### src/rtl/alu_serial_ctrl_pkg.sv
// ---------------------------------------------------------------------------
// alu_serial_ctrl_pkg
//
// Shared types and constants for the bit-serial ALU command front end.
//
//   alu_op_t      : 3-bit ALU opcode, all eight codes legal
//   ctrl_state_t  : controller states RECV / EXEC / SEND
//   FRAME_BITS    : payload bits in a command frame (op + A + B)
//   RESULT_BITS   : width of the serialized ALU result
//   WIRE_BITS     : bits actually carried on the serial link per frame
//                   (payload plus parity bit when ALU_SER_PARITY_EN is set)
//
// Configuration macro: ALU_SER_PARITY_EN (adds an even-parity trailer bit).
// ---------------------------------------------------------------------------
package alu_serial_ctrl_pkg;

    typedef enum logic [2:0] {
        ADD = 3'd0,
        SUB = 3'd1,
        SLL = 3'd2,
        SRL = 3'd3,
        SRA = 3'd4,
        XOR = 3'd5,
        OR  = 3'd6,
        AND = 3'd7
    } alu_op_t;

    typedef enum logic [1:0] {
        RECV = 2'd0,
        EXEC = 2'd1,
        SEND = 2'd2
    } ctrl_state_t;

    localparam int FRAME_BITS  = 35;
    localparam int RESULT_BITS = 16;

`ifdef ALU_SER_PARITY_EN
    localparam int WIRE_BITS = FRAME_BITS + 1;
`else
    localparam int WIRE_BITS = FRAME_BITS;
`endif

    // Even parity: the trailer bit that makes the total count of ones even.
    function automatic logic even_parity(input logic [FRAME_BITS-1:0] v);
        return ^v;
    endfunction

endpackage

### src/rtl/alu_serial_ctrl_ser_shift16.sv
// ---------------------------------------------------------------------------
// ser_shift16
//
// 16-bit parallel-load, MSB-first shift-out register used to hold the ALU
// result while it is serialized.
//
// Ports:
//   clock      : rising-edge clock
//   reset      : asynchronous active-high reset, clears the register
//   load       : capture load_data this cycle (wins over shift)
//   load_data  : parallel data to capture
//   shift      : shift left by one, zero-filling the LSB
//   shift_out  : current MSB, i.e. the bit presented on the serial output
//
// With neither load nor shift asserted the register holds.
// ---------------------------------------------------------------------------
module ser_shift16
    import alu_serial_ctrl_pkg::*;
(
    input  logic                   clock,
    input  logic                   reset,
    input  logic                   load,
    input  logic [RESULT_BITS-1:0] load_data,
    input  logic                   shift,
    output logic                   shift_out
);

    logic [RESULT_BITS-1:0] sr;

    // Load has priority so a fresh result is never lost to a stray shift.
    always_ff @(posedge clock or posedge reset) begin
        if (reset) begin
            sr <= '0;
        end else if (load) begin
            sr <= load_data;
        end else if (shift) begin
            sr <= {sr[RESULT_BITS-2:0], 1'b0};
        end
    end

    assign shift_out = sr[RESULT_BITS-1];

endmodule

### src/rtl/alu_serial_ctrl.sv
// ---------------------------------------------------------------------------
// alu_serial_ctrl
//
// Bit-serial command front end for the datapath ALU. A frame
// {op[2:0], A[15:0], B[15:0]} arrives MSB first on ser_in, is presented to
// the combinational ALU for one EXEC cycle, and the captured result is sent
// MSB first on ser_out under a valid/ready handshake.
//
// Ports:
//   clock, reset   : rising-edge clock, asynchronous active-high reset
//   ser_in         : serial command bit
//   ser_in_valid   : ser_in carries a bit
//   ser_in_ready   : block accepts a bit (RECV only)
//   alu_op/a/b     : frame fields driven to the ALU
//   alu_result     : combinational ALU result
//   ser_out        : result bit, 0 when not valid
//   ser_out_valid  : ser_out carries a bit (SEND only)
//   ser_out_ready  : downstream accepts the bit
//   busy           : not idle in RECV with an empty frame
//   frame_err      : one-cycle pulse on a parity mismatch
//
// Configuration macro: ALU_SER_PARITY_EN. When defined the frame carries a
// 36th even-parity bit; a mismatch pulses frame_err and drops the frame.
// When undefined the frame is 35 bits and frame_err is tied low.
// ---------------------------------------------------------------------------
module alu_serial_ctrl
    import alu_serial_ctrl_pkg::*;
#(
    parameter int DATA_W = 16
) (
    input  logic              clock,
    input  logic              reset,
    input  logic              ser_in,
    input  logic              ser_in_valid,
    output logic              ser_in_ready,
    output alu_op_t           alu_op,
    output logic [DATA_W-1:0] alu_a,
    output logic [DATA_W-1:0] alu_b,
    input  logic [DATA_W-1:0] alu_result,
    output logic              ser_out,
    output logic              ser_out_valid,
    input  logic              ser_out_ready,
    output logic              busy,
    output logic              frame_err
);

    ctrl_state_t           state;
    ctrl_state_t           next_state;
    logic [FRAME_BITS-1:0] frame;
    logic [5:0]            bit_cnt;
    logic [3:0]            out_cnt;
    logic                  in_fire;
    logic                  out_fire;
    logic                  last_in_bit;
    logic                  frame_shift;
    logic                  parity_bad;
    logic                  result_msb;

    // Handshake completions decode straight from the state register so the
    // next-state logic has no combinational feedback through itself.
    assign in_fire     = ser_in_valid  && (state == RECV);
    assign out_fire    = ser_out_ready && (state == SEND);
    assign last_in_bit = (bit_cnt == 6'(WIRE_BITS - 1));

    // Only payload bits enter the frame register; a trailing parity bit is
    // checked but never stored, so the ALU fields stay aligned.
    assign frame_shift = in_fire && (bit_cnt < 6'(FRAME_BITS));

`ifdef ALU_SER_PARITY_EN
    assign parity_bad = in_fire && last_in_bit && (ser_in != even_parity(frame));
`else
    assign parity_bad = 1'b0;
`endif

    // State register.
    always_ff @(posedge clock or posedge reset) begin
        if (reset) begin
            state <= RECV;
        end else begin
            state <= next_state;
        end
    end

    // Next-state and handshake decode. EXEC always lasts exactly one cycle;
    // a frame that fails its parity check never leaves RECV.
    always_comb begin
        next_state    = state;
        ser_in_ready  = 1'b0;
        ser_out_valid = 1'b0;
        unique case (state)
            RECV: begin
                ser_in_ready = 1'b1;
                if (in_fire && last_in_bit && !parity_bad) begin
                    next_state = EXEC;
                end
            end
            EXEC: begin
                next_state = SEND;
            end
            SEND: begin
                ser_out_valid = 1'b1;
                if (out_fire && (out_cnt == 4'd15)) begin
                    next_state = RECV;
                end
            end
            default: begin
                next_state = RECV;
            end
        endcase
    end

    // Frame deserializer and receive bit counter. The counter wraps to zero
    // on the final link bit whether or not the frame is accepted.
    always_ff @(posedge clock or posedge reset) begin
        if (reset) begin
            frame   <= '0;
            bit_cnt <= '0;
        end else if (in_fire) begin
            if (frame_shift) begin
                frame <= {frame[FRAME_BITS-2:0], ser_in};
            end
            if (last_in_bit) begin
                bit_cnt <= '0;
            end else begin
                bit_cnt <= bit_cnt + 6'd1;
            end
        end
    end

    // Result bit counter; sixteen transfers wrap it back to zero.
    always_ff @(posedge clock or posedge reset) begin
        if (reset) begin
            out_cnt <= '0;
        end else if (out_fire) begin
            out_cnt <= out_cnt + 4'd1;
        end
    end

`ifdef ALU_SER_PARITY_EN
    // Error pulse lands in the cycle after the offending parity bit.
    always_ff @(posedge clock or posedge reset) begin
        if (reset) begin
            frame_err <= 1'b0;
        end else begin
            frame_err <= parity_bad;
        end
    end
`else
    assign frame_err = 1'b0;
`endif

    // ALU operands are plain views of the frame register, so they only move
    // while bits are being shifted in and hold through EXEC and SEND.
    assign alu_op = alu_op_t'(frame[FRAME_BITS-1 -: 3]);
    assign alu_a  = frame[2*RESULT_BITS-1 -: RESULT_BITS];
    assign alu_b  = frame[RESULT_BITS-1:0];

    // Result serializer: captured at the end of EXEC, shifted on each accepted
    // output bit, held while the downstream stalls.
    ser_shift16 u_result_sr (
        .clock     (clock),
        .reset     (reset),
        .load      (state == EXEC),
        .load_data (alu_result),
        .shift     (out_fire),
        .shift_out (result_msb)
    );

    assign ser_out = (state == SEND) ? result_msb : 1'b0;
    assign busy    = (state != RECV) || (bit_cnt != 6'd0);

endmodule

### config.mk
export PLATFORM = sky130hd
export DESIGN_NAME = alu_serial_ctrl
export DESIGN_NICKNAME = d
export VERILOG_FILES = /design/src/rtl/alu_serial_ctrl_pkg.sv /design/src/rtl/alu_serial_ctrl_ser_shift16.sv /design/src/rtl/alu_serial_ctrl.sv
export SDC_FILE = /design/constraint.sdc
export NUM_CORES = 1
export LEC_CHECK = 0
export BUFFER_PORTS_ARGS = -buffer_cell sky130_fd_sc_hd__buf_4
export CAP_MARGIN = 5
export CORE_MARGIN = 5
export CORE_UTILIZATION = 25
export CTS_CLUSTER_DIAMETER = 120
export CTS_CLUSTER_SIZE = 25
export DETAILED_ROUTE_END_ITERATION = 8
export HOLD_SLACK_MARGIN = 0.08
export PLACE_DENSITY = 0.39
export SYNTH_ARGS = -nofsm -noshare
export SYNTH_HDL_FRONTEND = slang
export SYNTH_SLANG_ARGS = --single-unit
### constraint.sdc
create_clock -name clock -period 2.94 [get_ports clock]
set_input_delay 0.882 -clock clock [delete_from_list [all_inputs] [get_ports clock]]
set_output_delay 0.882 -clock clock [all_outputs]
set_load 0.05 [all_outputs]
# [After elaboration in Yosys (flattened, before gate mapping)]
# Cells that the tools add are included.
[op_classes] n_lt_le_gt_ge=1 n_eq_ne=6 addsub=2 reduce_logical=12 n_mux=9
[op_table] op="$mux 16" count=2
[op_table] op="$add 6x1->6 const B" count=1
[op_table] op="$eq 6x6->1 const B" count=1
[op_table] op="$lt 6x6->1 const B" count=1
[op_table] op="$mux 6" count=1
[op_table] op="$pmux 2 s3" count=1
[op_table] op="$reduce_bool 6->1" count=1
[op_table] op="$logic_and 1x1->1" count=5
[op_table] op="$add 4x1->4 const B" count=1
[op_table] op="$eq 4x4->1 const B" count=1
[op_table] op="$mux 2" count=2
[op_table] op="$ne 2x1->1 const B" count=2
[op_table] op="$reduce_and 2->1" count=2
[op_table] op="$reduce_bool 2->1" count=2
[op_table] op="$mux 1" count=3
[op_table] op="$eq 2x1->1 const B" count=1
[op_table] op="$eq 2x2->1 const B" count=1
[op_table] op="$logic_not 2->1" count=1
[op_table] op="$logic_or 1x1->1" count=1
[totals] reg_bits=63 out_inout_bits=40 elab_cells=35 input_bits=21

# [Longest topological paths before layout]
[depth] word_depth=5 depth_mapped=5 ltp_nobuf=5

# [Cells and area by module]
# A second synthesis with hierarchy kept.
[unflattened] hier_cells=205 hier_area_um2=2731.4
[modules_own_cells] module="alu_serial_ctrl" area_each_um2=1985.7 cells_each=135 n_inst=1
[modules_own_cells] module="ser_shift16" area_each_um2=745.7 cells_each=70 n_inst=1

# [Least setup slack after synthesis]
# No wires, ideal clock.
[synth_path] path_kind="register -> output" from="reg state[0]" to="out busy" setup_slack_ns=0.273 path_buffers=0 path_stages_with_launch=3 required_time_ns=2.058 arrival_time_ns=1.785 path_cell_list="dfrtp_1 > nor2_1 > nand4b_1"
[synth_via] elab_chain_len=2
[synth_lines] element="from (decl)" line_no="alu_serial_ctrl.sv:47" rtl="ctrl_state_t state;"
[synth_lines] element="from (signal assigned)" line_no="alu_serial_ctrl.sv:80" rtl="state <= next_state;"
[synth_lines] element="$reduce_bool 2->1" line_no="alu_serial_ctrl.sv:170" rtl="assign busy = (state != RECV) || (bit_cnt != 6'd0);"
[synth_lines] element="$logic_or 1x1->1" line_no="alu_serial_ctrl.sv:170"
[synth_lines] element="to (decl)" line_no="alu_serial_ctrl.sv:43" rtl="output logic busy,"
# Every way passes these cells.

# [Final worst setup path]
[layout_path] from="reg bit_cnt[3]" to="out busy"
[layout_via] elab_chain_len=2
[layout_lines] element="from (decl)" line_no="alu_serial_ctrl.sv:50" rtl="logic [5:0] bit_cnt;"
[layout_lines] element="from (signal assigned)" line_no="alu_serial_ctrl.sv:125" rtl="bit_cnt <= bit_cnt + 6'd1;"
[layout_lines] element="$reduce_bool 6->1" line_no="alu_serial_ctrl.sv:170"
[layout_lines] element="$logic_or 1x1->1" line_no="alu_serial_ctrl.sv:170"
# Every way passes these cells.

==> summary.md <==
| Metric | Value |
|---|---|
| Status | `complete, no violations` |
| Distinct cells, synth | `34` |
| Internal power | `2.04 mW` |
| Critical path endpoint category | `output pin` |
| Layout cells sized above 1 | `46.7%` |
| Post-layout min period | `2.58 ns` |
| Post-Route WL | `5.74 mm` |
| Sequential element share of the synthesized area | `57.1%` |
| Avg WL per Cell | `14.4 um` |
| GP Congestion | `0.714` |
| Combinational group share of total power | `42.7%` |
| P_leak | `1.88 nW` |
| Syn nets | `214` |
| I/O Buffers | `59` |
| Max-Cap Viols | `0` |
| Bufs on Longest Clock Path | `2` |
| Most used flip-flop cell after synthesis | `dfrtp_1` |
| Unrepaired setup endpoints after global routing | `no` |
| Synthesis-stage register bit count | `63` |
| Largest fanout on the critical path | `6` |
| DIE AREA | `0.0133 mm2` |
| Fin Setup TNS | `0 ns` |
| Initial DRC Count | `53` |
| Diodes inserted | `0` |
| Detail Placement HPWL | `3.81 mm` |
| Nets | `279` |
| Row count | `38` |
| Cts bufs inserted | `9` |
| Worst VDD drop | `0.000351 V` |
| GRT Overall Usage | `9.32%` |
| TritonRoute pass-1 iters | `4` |
| Routed Antenna Nets | `0` |
| Syn_area_per_cell | `14.6 um2` |
| Die Height | `115 um` |
| Slew margin rel. | `30.2%` |
| Initial antenna violation count | `0` |
| CP required | `2.06 ns` |
| Slew Limit Fails | `0` |
| Part of the power in registers | `38.3%` |
| Psw | `1.43 mW` |
| Final Hold Vio Count | `0` |
| Hold_buf cts | `0` |
| Clock share of power | `19.0%` |
| Clk slew on worst S/H paths | `0.08 ns` |
| Clock Latency Late Sink | `0.33 ns` |
| Synth async-reset ratio | `100%` |
| Initial core utilization | `25.5%` |
| Layout area overhead | `28.5%` |
| Synth Cell Area | `0.00276 mm2` |
| Worst hold path depth | `1` |
| Worst-path cell chain | `or3_1 -> nand4b_1 -> buf_4` |
| CTS tree | `yes` |
| Maximum clock rate | `388 MHz` |
| Crit Path Class | `register to output pin` |
| Post-Place Cells | `383` |
| CP Data Arrival Time | `1.70 ns` |
| Share of the synthesized area in the top cell type | `57.1%` |
| Synth area leaders | `dfrtp_1 57%, mux2_4 16%, a22o_1 4.8%` |
| Worst Path Buf+Inv | `1` |
| Yosys warning count | `0` |
| Sw frac | `41.2%` |
| Worst hold path type | `register to register` |
| CP top delay family | `simple AND/OR/NAND/NOR gates` |
| Post-CTS Setup Bufs | `0` |
| CTS root buffer | `clkbuf_8` |
| Post-route DRC | `0` |
| Tcrit/Tclk final | `87.7%` |
| IO Count | `61` |
| PnR Total Power | `3.47 mW` |
| Most common cell after layout, fill and taps aside | `dfrtp_1` |
| First-pass GRT wire length | `9.48 mm` |
| Clock Sinks | `63` |
| Global route overflow | `0` |
| WP depth | `3` |
| Crit path launch type | `register` |
| Most frequent cells in the layout | `63 x dfrtp_1, 62 x buf_4, 30 x mux2_4, 16 x a21o_1, 15 x a22o_1` |
| Vias per inst | `4.32` |
| Post-Syn Instances | `189` |
| Largest net degree at the start of global routing | `64` |
| Crit-path max cell delay | `0.50 ns` |
| Slowest CP cell | `or3_1` |
| Max H-tree Level | `3` |
| Clk_skew | `0.0111 ns` |
| Via count | `1725` |
| PD cells | `977 mW/mm2` |
| Endpoints failing setup | `0` |
| Die Width | `115 um` |
| Core ar. | `0.0108 mm2` |
| Post-CTS sizing | `0` |
| Number of synthesized flops with an enable pin | `0` |
| Non-filler instance count after layout | `399` |
| Tightest Pin Transition | `1.04 ns` |
| FF-to-FF path depth | `5` |
| Top cell type by total area after synthesis | `dfrtp_1` |
| Vias in the first global route | `1795` |
==> state kept, by name (all words and copies together), names as in the netlist <==
signal          count
state               2
bit_cnt             6
frame              35
out_cnt             4
u_result_sr.sr     16
==> synthesized netlist by cell type (2+ instances only) <==
master / number
ha_1: 4
inv_1: 6
clkbuf_1: 2
mux2_2: 6
o211ai_1: 3
nand4_1: 5
xnor2_1: 4
mux2_4: 30
o21ai_0: 5
a21o_1: 16
nand2_1: 3
nor2_1: 2
dfrtp_1: 63
a22o_1: 15
nor2b_1: 2
buf_6: 3
buf_2: 3
==> power by group through the flow <==
| stage | combinational [mW] | sequential (mW) | clock, mW |
|---|---|---|---|
| after CTS | 1.51 | 1.34 | 0.700 |
| final | 1.48 | 1.33 | 0.660 |
| after floorplan | 0.818 | 1.63 | 0 |
| after global placement | 1.50 | 1.35 | 0 |
| after global routing | 1.58 | 1.37 | 0.746 |
| after detailed placement | 1.51 | 1.35 | 0 |
==> logic make-up after synthesis <==
family	Yosys count	synth area share (%)
compound gates	43	12.2
xor+xnor	5	1.59
fa+ha+maj	4	1.81
buf+inv	16	3.26
flops	63	57.1
mux	36	18.7
other cells	1	0.136
simple gates	21	5.21
==> path summary, 6_finish.rpt <==
check	start	to	slack, ns
min reg2reg	out_cnt[3]$_DFFE_PP0P_	out_cnt[3]$_DFFE_PP0P_	0.48
max reg2reg	bit_cnt[1]$_DFFE_PP0P_	frame[13]$_DFFE_PP0P_	0.78
max	bit_cnt[3]$_DFFE_PP0P_	busy	0.36
max in group asynchronous	reset	bit_cnt[5]$_DFFE_PP0P_	2.05
min	out_cnt[3]$_DFFE_PP0P_	out_cnt[3]$_DFFE_PP0P_	0.48
min in group asynchronous	reset	frame[34]$_DFFE_PP0P_	0.62
==> per-stage QoR <==
step                util, %  setup WS [ns]  hold slack [ns]  instance area [um2]
CTS                    32.7          0.338            0.481                 3550
finish                 32.7          0.362            0.476                 3550
global route           32.7          0.276            0.495                 3550
global placement       31.1          0.608            0.455                 3380
detailed placement     31.1          0.621            0.468                 3380
floorplan                 -          0.273            0.441                 2760
==> per-layer routing <==
layer / part of all wire [%] / wire (um) / global-route usage, % / up-vias
li1: - / - / - / 816
met1: 46 / 2630 / 12.4 / 872
met2: 48 / 2730 / 13.7 / 27
met3: 4.1 / 235 / 2.79 / 10
met4: 2.4 / 140 / 4.93 / 0
met5: 0 / 0 / 0 / -
==> layout make-up <==
class	count	area, um2
Fill cell	1101	7290
Sequential cell	63	1580
Multi-Input combinational cell	110	1100
Timing Repair Buffer	64	505
Tap cell	140	175
Clock buffer	9	124
Clock inverter	7	50.0
Inverter	6	22.5
(Power assumes the default switching activity.)
